**src/rtl/nib_rr_sched.sv**
```systemverilog
// Round-robin scheduler feeding one shared nibble datapath stage through valid/ready.
// Optional transfer abort on a stalled datapath: define NIB_RR_SCHED_TIMEOUT_EN.
module nib_rr_sched #(
   parameter int NREQ    = 4,
   parameter int W       = 4,
   parameter int GAP     = 2,
   parameter int TIMEOUT = 15
) (
   input  logic                clk,
   input  logic                rst,
   input  logic [NREQ-1:0]     req,
   input  logic [NREQ*W-1:0]   data_in,
   output logic [NREQ-1:0]     grant,
   output logic                dp_valid,
   input  logic                dp_ready,
   output logic [W-1:0]        dp_data,
   output logic [2:0]          dp_src,
   output logic                busy,
   output logic [7:0]          xfer_cnt,
   output logic                timeout
);

   typedef enum logic [1:0] {S_IDLE, S_SEND, S_GAP} state_t;

   localparam logic [3:0] GAP_LOAD = (GAP > 0) ? 4'(GAP - 1) : 4'd0;

   state_t      state;
   logic [2:0]  last;
   logic [3:0]  gap_cnt;
   logic        found;
   logic [2:0]  win;
   logic        xfer;
   logic        abort;
   logic        end_send;

   // First requester after the last winner, wrapping modulo NREQ.
   always_comb begin
      found = 1'b0;
      win   = 3'd0;
      for (int k = 1; k <= NREQ; k++) begin
         if (!found && req[(int'(last) + k) % NREQ]) begin
            found = 1'b1;
            win   = 3'((int'(last) + k) % NREQ);
         end
      end
   end

`ifdef NIB_RR_SCHED_TIMEOUT_EN
   localparam int WAIT_W = $clog2(TIMEOUT + 1);
   logic [WAIT_W-1:0] wait_cnt;
   logic              timeout_r;

   assign timeout = timeout_r;
   assign abort   = (state == S_SEND) && !dp_ready &&
                    (wait_cnt == WAIT_W'(TIMEOUT - 1));
`else
   assign timeout = 1'b0;
   assign abort   = 1'b0;
`endif

   assign xfer     = (state == S_SEND) && dp_ready;
   assign end_send = xfer || abort;

   always_ff @(posedge clk) begin
      if (!rst) begin
         state    <= S_IDLE;
         last     <= 3'(NREQ - 1);
         gap_cnt  <= 4'd0;
         grant    <= '0;
         dp_valid <= 1'b0;
         dp_data  <= '0;
         dp_src   <= 3'd0;
         busy     <= 1'b0;
         xfer_cnt <= 8'd0;
`ifdef NIB_RR_SCHED_TIMEOUT_EN
         wait_cnt  <= '0;
         timeout_r <= 1'b0;
`endif
      end else begin
`ifdef NIB_RR_SCHED_TIMEOUT_EN
         timeout_r <= abort;
`endif
         case (state)
            S_IDLE: begin
               if (found) begin
                  dp_data  <= data_in[int'(win)*W +: W];
                  dp_src   <= win;
                  grant    <= NREQ'(1) << win;
                  dp_valid <= 1'b1;
                  busy     <= 1'b1;
                  state    <= S_SEND;
`ifdef NIB_RR_SCHED_TIMEOUT_EN
                  wait_cnt <= '0;
`endif
               end
            end
            S_SEND: begin
               if (end_send) begin
                  dp_valid <= 1'b0;
                  grant    <= '0;
                  last     <= dp_src;
                  if (GAP > 0) begin
                     state   <= S_GAP;
                     gap_cnt <= GAP_LOAD;
                  end else begin
                     state <= S_IDLE;
                     busy  <= 1'b0;
                  end
               end
`ifdef NIB_RR_SCHED_TIMEOUT_EN
               else begin
                  wait_cnt <= wait_cnt + 1'b1;
               end
`endif
               if (xfer)
                  xfer_cnt <= xfer_cnt + 8'd1;
            end
            S_GAP: begin
               if (gap_cnt == 4'd0) begin
                  state <= S_IDLE;
                  busy  <= 1'b0;
               end else begin
                  gap_cnt <= gap_cnt - 4'd1;
               end
            end
            default: begin
               state <= S_IDLE;
               busy  <= 1'b0;
            end
         endcase
      end
   end

endmodule

```
**config.mk**
```make
export PLATFORM = sky130hd
export DESIGN_NAME = nib_rr_sched
export DESIGN_NICKNAME = d
export VERILOG_FILES = /design/src/rtl/nib_rr_sched.sv
export SDC_FILE = /design/constraint.sdc
export NUM_CORES = 1
export LEC_CHECK = 0
export CAP_MARGIN = 5
export CORE_MARGIN = 4
export CORE_UTILIZATION = 35
export CTS_CLUSTER_DIAMETER = 200
export DETAILED_ROUTE_END_ITERATION = 8
export GPL_ROUTABILITY_DRIVEN = 0
export SETUP_SLACK_MARGIN = 0.4
export SLEW_MARGIN = 10
export SYNTH_ARGS = -nofsm -noshare
export SYNTH_HDL_FRONTEND = slang
export SYNTH_SLANG_ARGS = --single-unit
```
**constraint.sdc**
```tcl
create_clock -name clk -period 2.98 [get_ports clk]
set_clock_uncertainty 0.1 [all_clocks]
set_input_delay 0.298 -clock clk [delete_from_list [all_inputs] [get_ports clk]]
set_output_delay 0.298 -clock clk [all_outputs]
set_load 0.01 [all_outputs]
```
==> results of run 1 <==
-- cell families (layout without fill, tap and decap cells) --
family                   after synthesis  after routing  synth area share (%)
multiplexers                          13             13                 10.18
buffers and inverters                 13             52                 5.416
adder cells (fa/ha/maj)                2              2                 1.867
AND/OR/NAND/NOR                       65             65                 22.60
XOR/XNOR                               9              9                 5.883
AO/OA/AOI/OAI                         25             25                 11.95
flip-flops                            28             28                 41.83
other                                  1              2                0.2798
-- worst paths after layout --
| kind | startpoint | endpoint | slack, ns | depth (start not counted) |
|---|---|---|---|---|
| hold reg to reg | dp_valid | dp_valid | 0.37 | 2 |
| hold / removal | dp_valid | dp_valid | 0.37 | 2 |
| setup reg to reg | last[1] | dp_data[3] | 1.08 | 5 |
| setup / recovery | req[1] | dp_data[3] | 0.92 | 6 |
-- layout make-up --
type,instances,area share (%)
multi-input cells,116,38.77
flip-flops and latches,28,30.58
repair buffers,43,23.34
well taps,48,3.276
clock buffers,4,3.003
inverters,5,1.024
-- flip-flops by register name (all words and copies together) (netlist names) --
name,count
state,2
grant,4
busy,1
dp_valid,1
xfer_cnt,8
dp_src,2
gap_cnt,4
dp_data,4
last,2
-- layer usage --
metal | wire (um) | share of wire (%) | up-vias
li1 | - | - | 608
met1 | 1489 | 47 | 536
met3 | 156 | 4.9 | 2
met4 | 17 | 0.53 | 0
met2 | 1520 | 48 | 19
met5 | 0 | 0 | -
-- power groups by stage --
stage          sequential (mW)  combinational [mW]  clock, mW
2_1_floorplan            0.434               0.106          0
3_3_place_gp             0.427               0.194          0
3_5_place_dp             0.428               0.197          0
6_report                 0.420               0.196      0.229
5_1_grt                  0.423               0.217      0.255
4_1_cts                  0.420               0.198      0.240
-- worst max-delay path: cells and delay by family --
family	cells	cell delay (ns)
buf+inv	1	0.55
compound gates	3	0.86
mux	2	0.45
-- metrics by stage --
step / hold WS, ns / worst slack [ns] / instance area, um^2 / power [mW] / cells
floorplan: 0.3676 / 1.421 / 1344 / 0.5397 / 157
global placement: 0.3454 / 0.7271 / 1778 / 0.6212 / 240
detailed placement: 0.3584 / 0.6570 / 1778 / 0.6246 / 240
CTS: 0.3721 / 0.9400 / 1833 / 0.8579 / 244
global route: 0.3793 / 0.7966 / 1833 / 0.8951 / 244
finish: 0.3691 / 0.9235 / 1833 / 0.8451 / 244
-- cell usage in the layout (no fill, tap or decap), drive strengths merged, types with 3 or more instances in the layout --
cell / instances
a21oi: 10
o21ai: 7
nor3: 4
clkdlybuf4s50: 42
nand2: 15
nor2: 22
mux2i: 8
clkbuf: 4
xor2: 8
nand3: 13
inv: 5
nor2b: 3
mux2: 5
dfxtp: 28
==> metrics.md, run 1 <==
| Metric | Value |
|---|---|
| Setup_tns | 0 ns |
| Register area | roughly 560 um^2 |
| Drt first pass iters | 4 |
| Max_cap viols | 0 |
| Top cell type's share of synthesized area | about two fifths |
| CTS Buf Count | 3 |
| Slowest-stage cell, CP | o221ai_2 |
| Post-synthesis sequential area ratio | between 40% and 50% |
| FFs w/ async S/R, synth | 0% |
| Fmax | between 400 and 500 MHz |
| Total number of vias | 1165 |
| Comb pwr share | a little under a quarter |
| Worst Max-Slew Pin Slew | between 0.7 and 0.8 ns |
| Most frequent cell after synthesis | dfxtp_1 |
| Die ar. | between 0.004 and 0.005 mm^2 |
| Share of layout cells above drive strength 1 | ~6.6% |
| Post-route minimum period | 2.056 ns |
| # H-tree levels | 1 |
| Crit Path Class | in2reg |
| DR WL/cell | between 10 and 15 um |
| Filler cell count | ~360 |
| Setup repair bufs after CTS | 0 |
| Clock slew at reported path FFs | ~0.08 ns |
| Met2 Use GR | a little over a fifth |
| Synth Flop Type | dfxtp_1 |
| Multi-input combinational cell area | 710.7 um^2 |
| Synth Cell Area | about 0.0013 mm^2 |
| Global route hottest layer | met2 |
| Worst-skew pair later-pin latency | between 0.2 and 0.3 ns |
| Post-CTS resize count | 0 |
| Via/cell ratio | about 4.8 |
| Pins Over Slew Limit | 0 |
| Worst setup EP type | register |
| Synth cell types | 32 |
| HP Class | reg2reg |
| Int Pwr | 0.6233 mW |
| Routed WL | between 3000 and 4000 um |
| Starting density of the core | a little over a third |
| Peak supply drop | between 0.0003 and 0.0004 V |
| DRC Markers | 0 |
| CTS Hold Bufs | 0 |
| CTS tree | built |
| First-pass GRT wire length | 5244 um |
| Leak Pwr | around 0.71 nW |
| Core Util, Final | between 40% and 50% |
| Grt met1 use | about 17% |
| Sw frac | a little over a quarter |
| CP required | a little over 3 ns |
| Site Rows | 22 |
| Die Y | approximately 70 um |
| Vias in the first global route | roughly 1100 |
| Final nets | approximately 220 |
| Synth cell count leaders | 28 x dfxtp_1, 22 x nor2_1, 15 x nand2_1 |
| Root Buffer | clkbuf_8 |
| Detailed Route Iter0 Violations | 55 |
| Final Cycle Share | around 69% |
| Final hold vios | 0 |
| Switching pwr | ~0.22 mW |
| Total number of yosys warnings | 0 |
| Num ports | 45 |
| Largest cells by area after synthesis | dfxtp_1 42%, nor2_1 6.2%, mux2i_1 6.0% |
| Core area | between 0.003 and 0.004 mm^2 |
| Seq pwr share | 49.6% |
| Ratio of total power to cell area | ~460 mW/mm^2 |
| Post-DP HPWL | between 2000 and 2500 um |
| Met3 usage | 3.741% |
| Status | finished, final reports clean |
| Cell taking the most area after synthesis | dfxtp_1 |
| Startpoint types | input port |
| Post-Synthesis Cells | 156 |
| Post-synth EDFFs | 0 |
| Num Clock Sinks | 28 |
| ANT cells | 0 |
| DIE WIDTH | 69.88 um |
| FF+latch count, synth | 28 |
| Critical Path, Cell by Cell | clkdlybuf4s50_1 -> o21ai_0 -> o221ai_2 -> mux2i_1 -> mux2_2 -> o21ai_1 |
| Max stage delay on crit path | between 0.5 and 0.6 ns |
| Final Setup Violations | 0 |
| Largest net degree at the start of global routing | 21 |
| Final ANT Viol Nets | 0 |
| Gr ovfl total | 0 |
| Relative slew slack | about half |
| All-Layer GR Usage | a little over an eighth |
| RSZ-0062 raised after global routing | no |
| Max FO, Critical Path | 11 |
| Clock share of power | approximately 27% |
| Syn-to-layout area delta | 36.79% |
| Syn Area/Cell | 8.590 um^2 |
| Port buffer count | 42 |
| CP arrival | 2.15 ns |
| Clock tree buffer depth | 2 |
| Antenna violations before repair | 0 |
Note: power is estimated with default switching activity, not from simulation.
==> run 2: changes to the inputs <==
==> constraint.sdc (replaced) <==
create_clock -name clk -period 2 [get_ports clk]
set_clock_uncertainty 0.1 [all_clocks]
set_input_delay 0.2 -clock clk [delete_from_list [all_inputs] [get_ports clk]]
set_output_delay 0.2 -clock clk [all_outputs]
set_load 0.01 [all_outputs]
==> run 2 against run 1 <==
Global-route usage is 1.2 points higher. Core utilization is 4.9 points higher. Highest routed layer unchanged. Sequential cell count stayed put. Register-to-register slack got worse by 0.70 ns.
==> metrics.md, run 2 (same netlist as run 1, synthesis figures left out) <==
| Metric | Value |
|---|---|
| Status | finished, final reports clean (unchanged) |
| Reg2Reg Setup Slack | 0.38 ns (was 1.08 ns) |
| Total number of vias | 1272 (was 1165) |
| CTS tree | built (unchanged) |
| Syn-to-layout area delta | 50.23% (was 36.79%) |
| Top reg by flops | xfer_cnt (unchanged) |
| Placed Cells | 250 (was 240) |
| Multi-input combinational cell area | 773.2 um^2 (was 710.7 um^2) |
| Fmax | 619.1 MHz |
| R2R Path End | dp_data[1] (was dp_data[3]) |
| Leak Pwr | 0.8094 nW (was 0.7147 nW) |
| Hold path depth | 2 (unchanged) |
| Worst Hold End | dp_data[2] (was dp_valid) |
| Worst-skew pair later-pin latency | 0.27 ns (about the same) |
| Die Y | 69.88 um (unchanged) |
| Final hold vios | 0 (unchanged) |
| Max reg flops | 8 (unchanged) |
| Startpoint types | register (was input port) |
| RSZ-0062 raised after global routing | yes (was no) |
| CP arrival | 1.73 ns (was 2.15 ns) |
| Worst hold start | dp_data[2] (was dp_valid) |
| Vias in the first global route | 1283 (was 1140) |
| Gr ovfl total | 0 (unchanged) |
| Site Rows | 22 (unchanged) |
| ANT cells | 0 (unchanged) |
| Routed WL | 3470 um (was 3182 um) |
| Post-DP HPWL | 2570 um (was 2354 um) |
| Starting density of the core | 36.33% (unchanged) |
| R2R cell count | 5 (unchanged) |
| Ratio of total power to cell area | 702.4 mW/mm^2 (was 461.1 mW/mm^2) |
| Most common cell after layout, fill and taps aside | clkdlybuf4s50_1 (unchanged) |
| Drt first pass iters | 4 (unchanged) |
| Via/cell ratio | 4.949 (was 4.775) |
| Max_cap viols | 0 (unchanged) |
| Slowest-stage cell, CP | or3b_4 (was o221ai_2) |
| Final Setup Violations | 0 (unchanged) |
| Final Cycle Share | 80.76% |
| Final nets | 235 (was 222) |
| Antenna violations before repair | 0 (unchanged) |
| Detailed Route Iter0 Violations | 55 (unchanged) |
| CP top delay family | simple AND/OR/NAND/NOR gates (was compound AO/OA/AOI/OAI gates) |
| Core Util, Final | 54.58% (was 49.69%) |
| First-pass GRT wire length | 5865 um (was 5244 um) |
| DIE WIDTH | 69.88 um (unchanged) |
| Root Buffer | clkbuf_8 (unchanged) |
| Final Non-Filler Cells | 257 (was 244) |
| Design Power | 1.414 mW (was 0.8451 mW) |
| Port buffer count | 42 (unchanged) |
| Register area | 569.3 um^2 (was 560.5 um^2) |
| R2r startpoint | last[1] (unchanged) |
| Critical path depth in cells | 5 (was 6) |
| Worst setup EP type | register (unchanged) |
| PnR worst setup slack | 0.3847 ns (was 0.9235 ns) |
| Crit path buf inv count | 0 (was 1) |
| Die ar. | 0.004883 mm^2 (unchanged) |
| All-Layer GR Usage | 14.36% (was 13.12%) |
| Clock tree buffer depth | 2 (unchanged) |
| Pins Over Slew Limit | 0 (unchanged) |
| Critical Path, Cell by Cell | or3b_4 -> o221ai_4 -> mux2i_1 -> mux2_2 -> o21ai_2 (was clkdlybuf4s50_1 -> o21ai_0 -> o221ai_2 -> mux2i_1 -> mux2_2 -> o21ai_1) |
| Filler cell count | 364 (was 358) |
| # H-tree levels | 1 (unchanged) |
| Share of layout cells above drive strength 1 | 17.70% (was 6.633%) |
| Post-route minimum period | ~1.6 ns |
| CP required | 2.11 ns (was 3.08 ns) |
| Largest net degree at the start of global routing | 21 (unchanged) |
| HP Class | reg2reg (unchanged) |
| Max FO, Critical Path | 6 (was 11) |
| Clock slew at reported path FFs | 0.09 ns (was 0.08 ns) |
| Crit Path Class | reg2reg (was in2reg) |
| DR WL/cell | 13.50 um (was 13.04 um) |
| Pre-CTS setup slack | -0.1600 ns (was 0.6570 ns) |
| CTS Buf Count | 3 (unchanged) |
| Max stage delay on crit path | 0.42 ns (was 0.59 ns) |
| Core area | 0.003689 mm^2 (unchanged) |
| Num Clock Sinks | 28 (unchanged) |
| DRC Markers | 0 (unchanged) |
| Peak supply drop | 0.0003896 V (was 0.0003230 V) |
| Most frequent cells in the layout | 38 x clkdlybuf4s50_1, 23 x dfxtp_1, 21 x nor2_1 (was 42 x clkdlybuf4s50_1, 28 x dfxtp_1, 22 x nor2_1) |
| Final ANT Viol Nets | 0 (unchanged) |
| Num ports | 45 (unchanged) |
| Hold_ws | 0.3701 ns (was 0.3691 ns) |
==> run 2: cell types whose count changed in the layout (fill, tap and decap cells not counted), sizes merged <==
cell | before | now
o221ai | 1 | 2
bufinv | 0 | 1
clkbuf | 4 | 3
dlygate4sd2 | 0 | 3
dlymetal6s2s | 0 | 1
clkdlybuf4s50 | 42 | 38
buf | 1 | 13
==> run 2: tightest hold or removal path, cell delays in order, from the launching register on <==
cell and delay [ns]:
dfxtp_1 0.32, nand3_1 0.06, o21ai_1 0.05
==> run 2: power by group <==
group | internal [mW] | total, mW | switching, mW
clock | 0.268 | 0.446 | 0.178
combinational | 0.187 | 0.341 | 0.153
sequential | 0.596 | 0.627 | 0.0306
total | 1.05 | 1.41 | 0.362
==> run 2: how the worst max path moves through the flow <==
stage,startpoint,to
6_report,last[1],dp_data[1]
5_1_grt,last[1],dp_data[1]
4_1_cts,last[1],dp_data[1]
3_5_place_dp,req[1],dp_data[1]
3_3_place_gp,req[3],dp_data[3]
2_1_floorplan,last[1],dp_data[1]
==> run 2: final cells by class <==
class	count	area share (%)
clock buffers	3	2.051
clock inverters	1	1.492
inverters	5	0.9323
multi-input cells	117	38.41
flip-flops and latches	28	28.28
well taps	48	2.983
repair buffers	55	25.85
==> run 2: metrics by stage <==
step	TNS, ns	cell area, um^2
after detailed placement	-0.7592	1853
after global routing	0	2013
final	0	2013
after global placement	-0.3909	1853
after floorplan	0	1344
after CTS	0	1972
==> run 2: timing repair <==
item | in CTS | in global routing
hold buffers | 0 | 0
buffers inserted | 0 | 2
pin swaps | 1 | 1
endpoints found under the setup margin | 11 | 12
gates resized for setup | 13 | 10
cloned | 1 | 0
==> run 2: routing by layer <==
metal,GRT usage [%],part of all wire (%)
met1,18.41,44
met2,24.55,49
met3,2.734,5.6
met4,3.830,1.0
met5,0,0
==> run 3: changes to the inputs <==
==> constraint.sdc (replaced) <==
create_clock -name clk -period 1.65 [get_ports clk]
set_clock_uncertainty 0.1 [all_clocks]
set_input_delay 0.165 -clock clk [delete_from_list [all_inputs] [get_ports clk]]
set_output_delay 0.165 -clock clk [all_outputs]
set_load 0.01 [all_outputs]
==> run 3 against run 2 <==
Total power increased by 21%. Non-clock buffer count increased by 28. Core utilization increased by 10 points. Worst hold slack got worse by 0.15 ns. Sequential cell count unchanged. Sequential share of layout area decreased by 4.1 points. Setup slack got worse by 0.33 ns. Clock power decreased by 5.2%. Cell area increased by 19%. Routed wire length increased by 16%. Highest routed layer unchanged. Sequential power increased by 21%.
==> metrics.md, run 3 (same netlist as run 1, synthesis figures left out) <==
| Metric | Value |
|---|---|
| Peak supply drop | 0.0005459 V (was 0.0003896 V) |
| Port buffer count | 42 (unchanged) |
| Worst hold start | rst (was dp_data[2]) |
| ANT cells | 0 (unchanged) |
| All-Layer GR Usage | 15.52% (was 14.36%) |
| Gr ovfl total | 0 (unchanged) |
| Max reg flops | 8 (unchanged) |
| CTS Buf Count | 3 (unchanged) |
| Die ar. | 0.004883 mm^2 (unchanged) |
| Total number of vias | 1387 (was 1272) |
| Starting density of the core | 36.33% (unchanged) |
| DIE WIDTH | 69.88 um (unchanged) |
| Most common cell after layout, fill and taps aside | buf_4 (was clkdlybuf4s50_1) |
| Most frequent cells in the layout | 27 x buf_4, 25 x dlygate4sd2_1, 19 x dfxtp_1 (was 38 x clkdlybuf4s50_1, 23 x dfxtp_1, 21 x nor2_1) |
| Setup_tns | 0 ns (unchanged) |
| Site Rows | 22 (unchanged) |
| Final nets | 262 (was 235) |
| Fmax | 627.6 MHz (was 619.1 MHz) |
| CP arrival | 1.70 ns (was 1.73 ns) |
| Routed WL | 4028 um (was 3470 um) |
| R2r startpoint | last[0] (was last[1]) |
| Final hold vios | 0 (unchanged) |
| Final Non-Filler Cells | 284 (was 257) |
| First-pass GRT wire length | 6334 um (was 5865 um) |
| Max FO, Critical Path | 11 (was 6) |
| RSZ-0062 raised after global routing | yes (unchanged) |
| Top reg by flops | xfer_cnt (unchanged) |
| PnR worst setup slack | 0.05662 ns (was 0.3847 ns) |
| Post-route minimum period | 1.593 ns (was 1.615 ns) |
| Final Cycle Share | 96.57% (was 80.76%) |
| Startpoint types | register (unchanged) |
| Placed Cells | 256 (was 250) |
| Leak Pwr | 1.088 nW (was 0.8094 nW) |
| Core area | 0.003689 mm^2 (unchanged) |
| Critical Path, Cell by Cell | or3b_1 -> o221ai_2 -> buf_12 -> mux2i_1 -> mux2_2 -> o21ai_1 (was or3b_4 -> o221ai_4 -> mux2i_1 -> mux2_2 -> o21ai_2) |
| Num Clock Sinks | 28 (unchanged) |
| R2R Path End | dp_data[3] (was dp_data[1]) |
| Crit path buf inv count | 1 (was 0) |
| Drt first pass iters | 4 (unchanged) |
| Pins Over Slew Limit | 0 (unchanged) |
| Worst-skew pair later-pin latency | 0.27 ns (about the same) |
| Antenna violations before repair | 0 (unchanged) |
| Hold_ws | 0.2203 ns (was 0.3701 ns) |
| Share of layout cells above drive strength 1 | 41.53% (was 17.70%) |
| DRC Markers | 0 (unchanged) |
| Filler cell count | 324 (was 364) |
| Max stage delay on crit path | 0.38 ns (was 0.42 ns) |
| Hold path depth | 3 (was 2) |
| Detailed Route Iter0 Violations | 35 (was 55) |
| # H-tree levels | 1 (unchanged) |
| Root Buffer | clkbuf_8 (unchanged) |
| Vias in the first global route | 1374 (was 1283) |
| Max_cap viols | 0 (unchanged) |
| Pre-CTS setup slack | -0.3123 ns (was -0.1600 ns) |
| Final ANT Viol Nets | 0 (unchanged) |
| CTS tree | built (unchanged) |
| Status | finished, final reports clean (unchanged) |
| Clock slew at reported path FFs | 0.10 ns (was 0.09 ns) |
| Crit Path Class | reg2reg (unchanged) |
| CP required | 1.76 ns (was 2.11 ns) |
| Final Setup Violations | 0 (unchanged) |
| Die Y | 69.88 um (unchanged) |
| HP Class | in2reg (was reg2reg) |
| Num ports | 45 (unchanged) |
| CP top delay family | simple AND/OR/NAND/NOR gates (unchanged) |
| Largest net degree at the start of global routing | 21 (unchanged) |
| DR WL/cell | 14.18 um (was 13.50 um) |
| Syn-to-layout area delta | 78.43% (was 50.23%) |
| Core Util, Final | 64.82% (was 54.58%) |
| Clock tree buffer depth | 2 (unchanged) |
| Ratio of total power to cell area | 713.2 mW/mm^2 (was 702.4 mW/mm^2) |
| R2R cell count | 6 (was 5) |
| Slowest-stage cell, CP | or3b_1 (was or3b_4) |
| Worst setup EP type | register (unchanged) |
| Post-DP HPWL | 2609 um (was 2570 um) |
| Via/cell ratio | 4.884 (was 4.949) |
| Reg2Reg Setup Slack | 0.06 ns (was 0.38 ns) |
| Worst Hold End | last[1] (was dp_data[2]) |
-- run 3: cell count changes in the layout (fill, tap and decap cells not counted), moves of 3 or more --
cell,delta
a21oi_1,-4
a21oi_2,+4
buf_4,+15
buf_6,+10
clkdlybuf4s50_1,-22
dfxtp_1,-4
dlygate4sd2_1,+22
inv_1,-4
inv_2,+3
nand2_1,-5
nand2_2,+4
nor2_1,-5
nor2_2,+3
-- run 3: layout make-up --
class,count,area [um^2],share of cell area [%]
inverter,5,22.52,0.9419
tap,48,60.06,2.512
sequential,28,579.3,24.23
timing repair buffer,83,778.2,32.55
clock buffer,4,55.05,2.302
multi-input combinational,116,895.9,37.47
-- run 3: worst register-to-register path: cells and delay by family (launching register included) --
kind	cells	cell delay, ns
muxes	2	0.33
and+or+nand+nor	1	0.38
buffers and inverters	1	0.17
AOI/OAI and AO/OA	2	0.20
DFF	1	0.34
-- run 3: through the flow --
stage          power [mW]  area [um^2]
6_report            1.705         2391
5_1_grt             1.796         2391
4_1_cts             1.640         2181
3_5_place_dp        1.199         1948
3_3_place_gp        1.190         1948
2_1_floorplan      0.9865         1383
-- run 3: worst max path at each step --
stage / start / cells past startpoint / slack [ns] / endpoint
floorplan: last[0] / 6 / 0.12 / dp_data[0]
global placement: req[1] / 7 / -0.25 / dp_data[2]
detailed placement: req[1] / 7 / -0.31 / dp_data[3]
CTS: last[0] / 6 / 0.04 / dp_data[3]
global route: last[0] / 6 / -0.02 / dp_data[1]
finish: last[0] / 6 / 0.06 / dp_data[3]
-- run 3: repair_timing --
| item | in CTS | in global routing |
|---|---|---|
| gates cloned | 0 | 1 |
| resized for setup | 55 | 34 |
| pin swaps | 12 | 16 |
| hold buffers | 0 | 0 |
| endpoints found under the setup margin | 47 | 28 |
| buffers inserted | 15 | 8 |
-- run 3: metal layers --
metal / part of all wire, % / vias up / track usage [%]
met5: 0 / - / 0
met4: 0.52 / 0 / 2.553
met3: 2.3 / 2 / 2.590
met2: 54 / 15 / 28.23
met1: 43 / 682 / 19.38
li1: - / 688 / -
-- run 3: where the power goes --
| group | internal (mW) | total [mW] | switching [mW] |
|---|---|---|---|
| clock | 0.213 | 0.423 | 0.210 |
| combinational | 0.298 | 0.524 | 0.227 |
| sequential | 0.722 | 0.758 | 0.0363 |
| total | 1.23 | 1.71 | 0.473 |
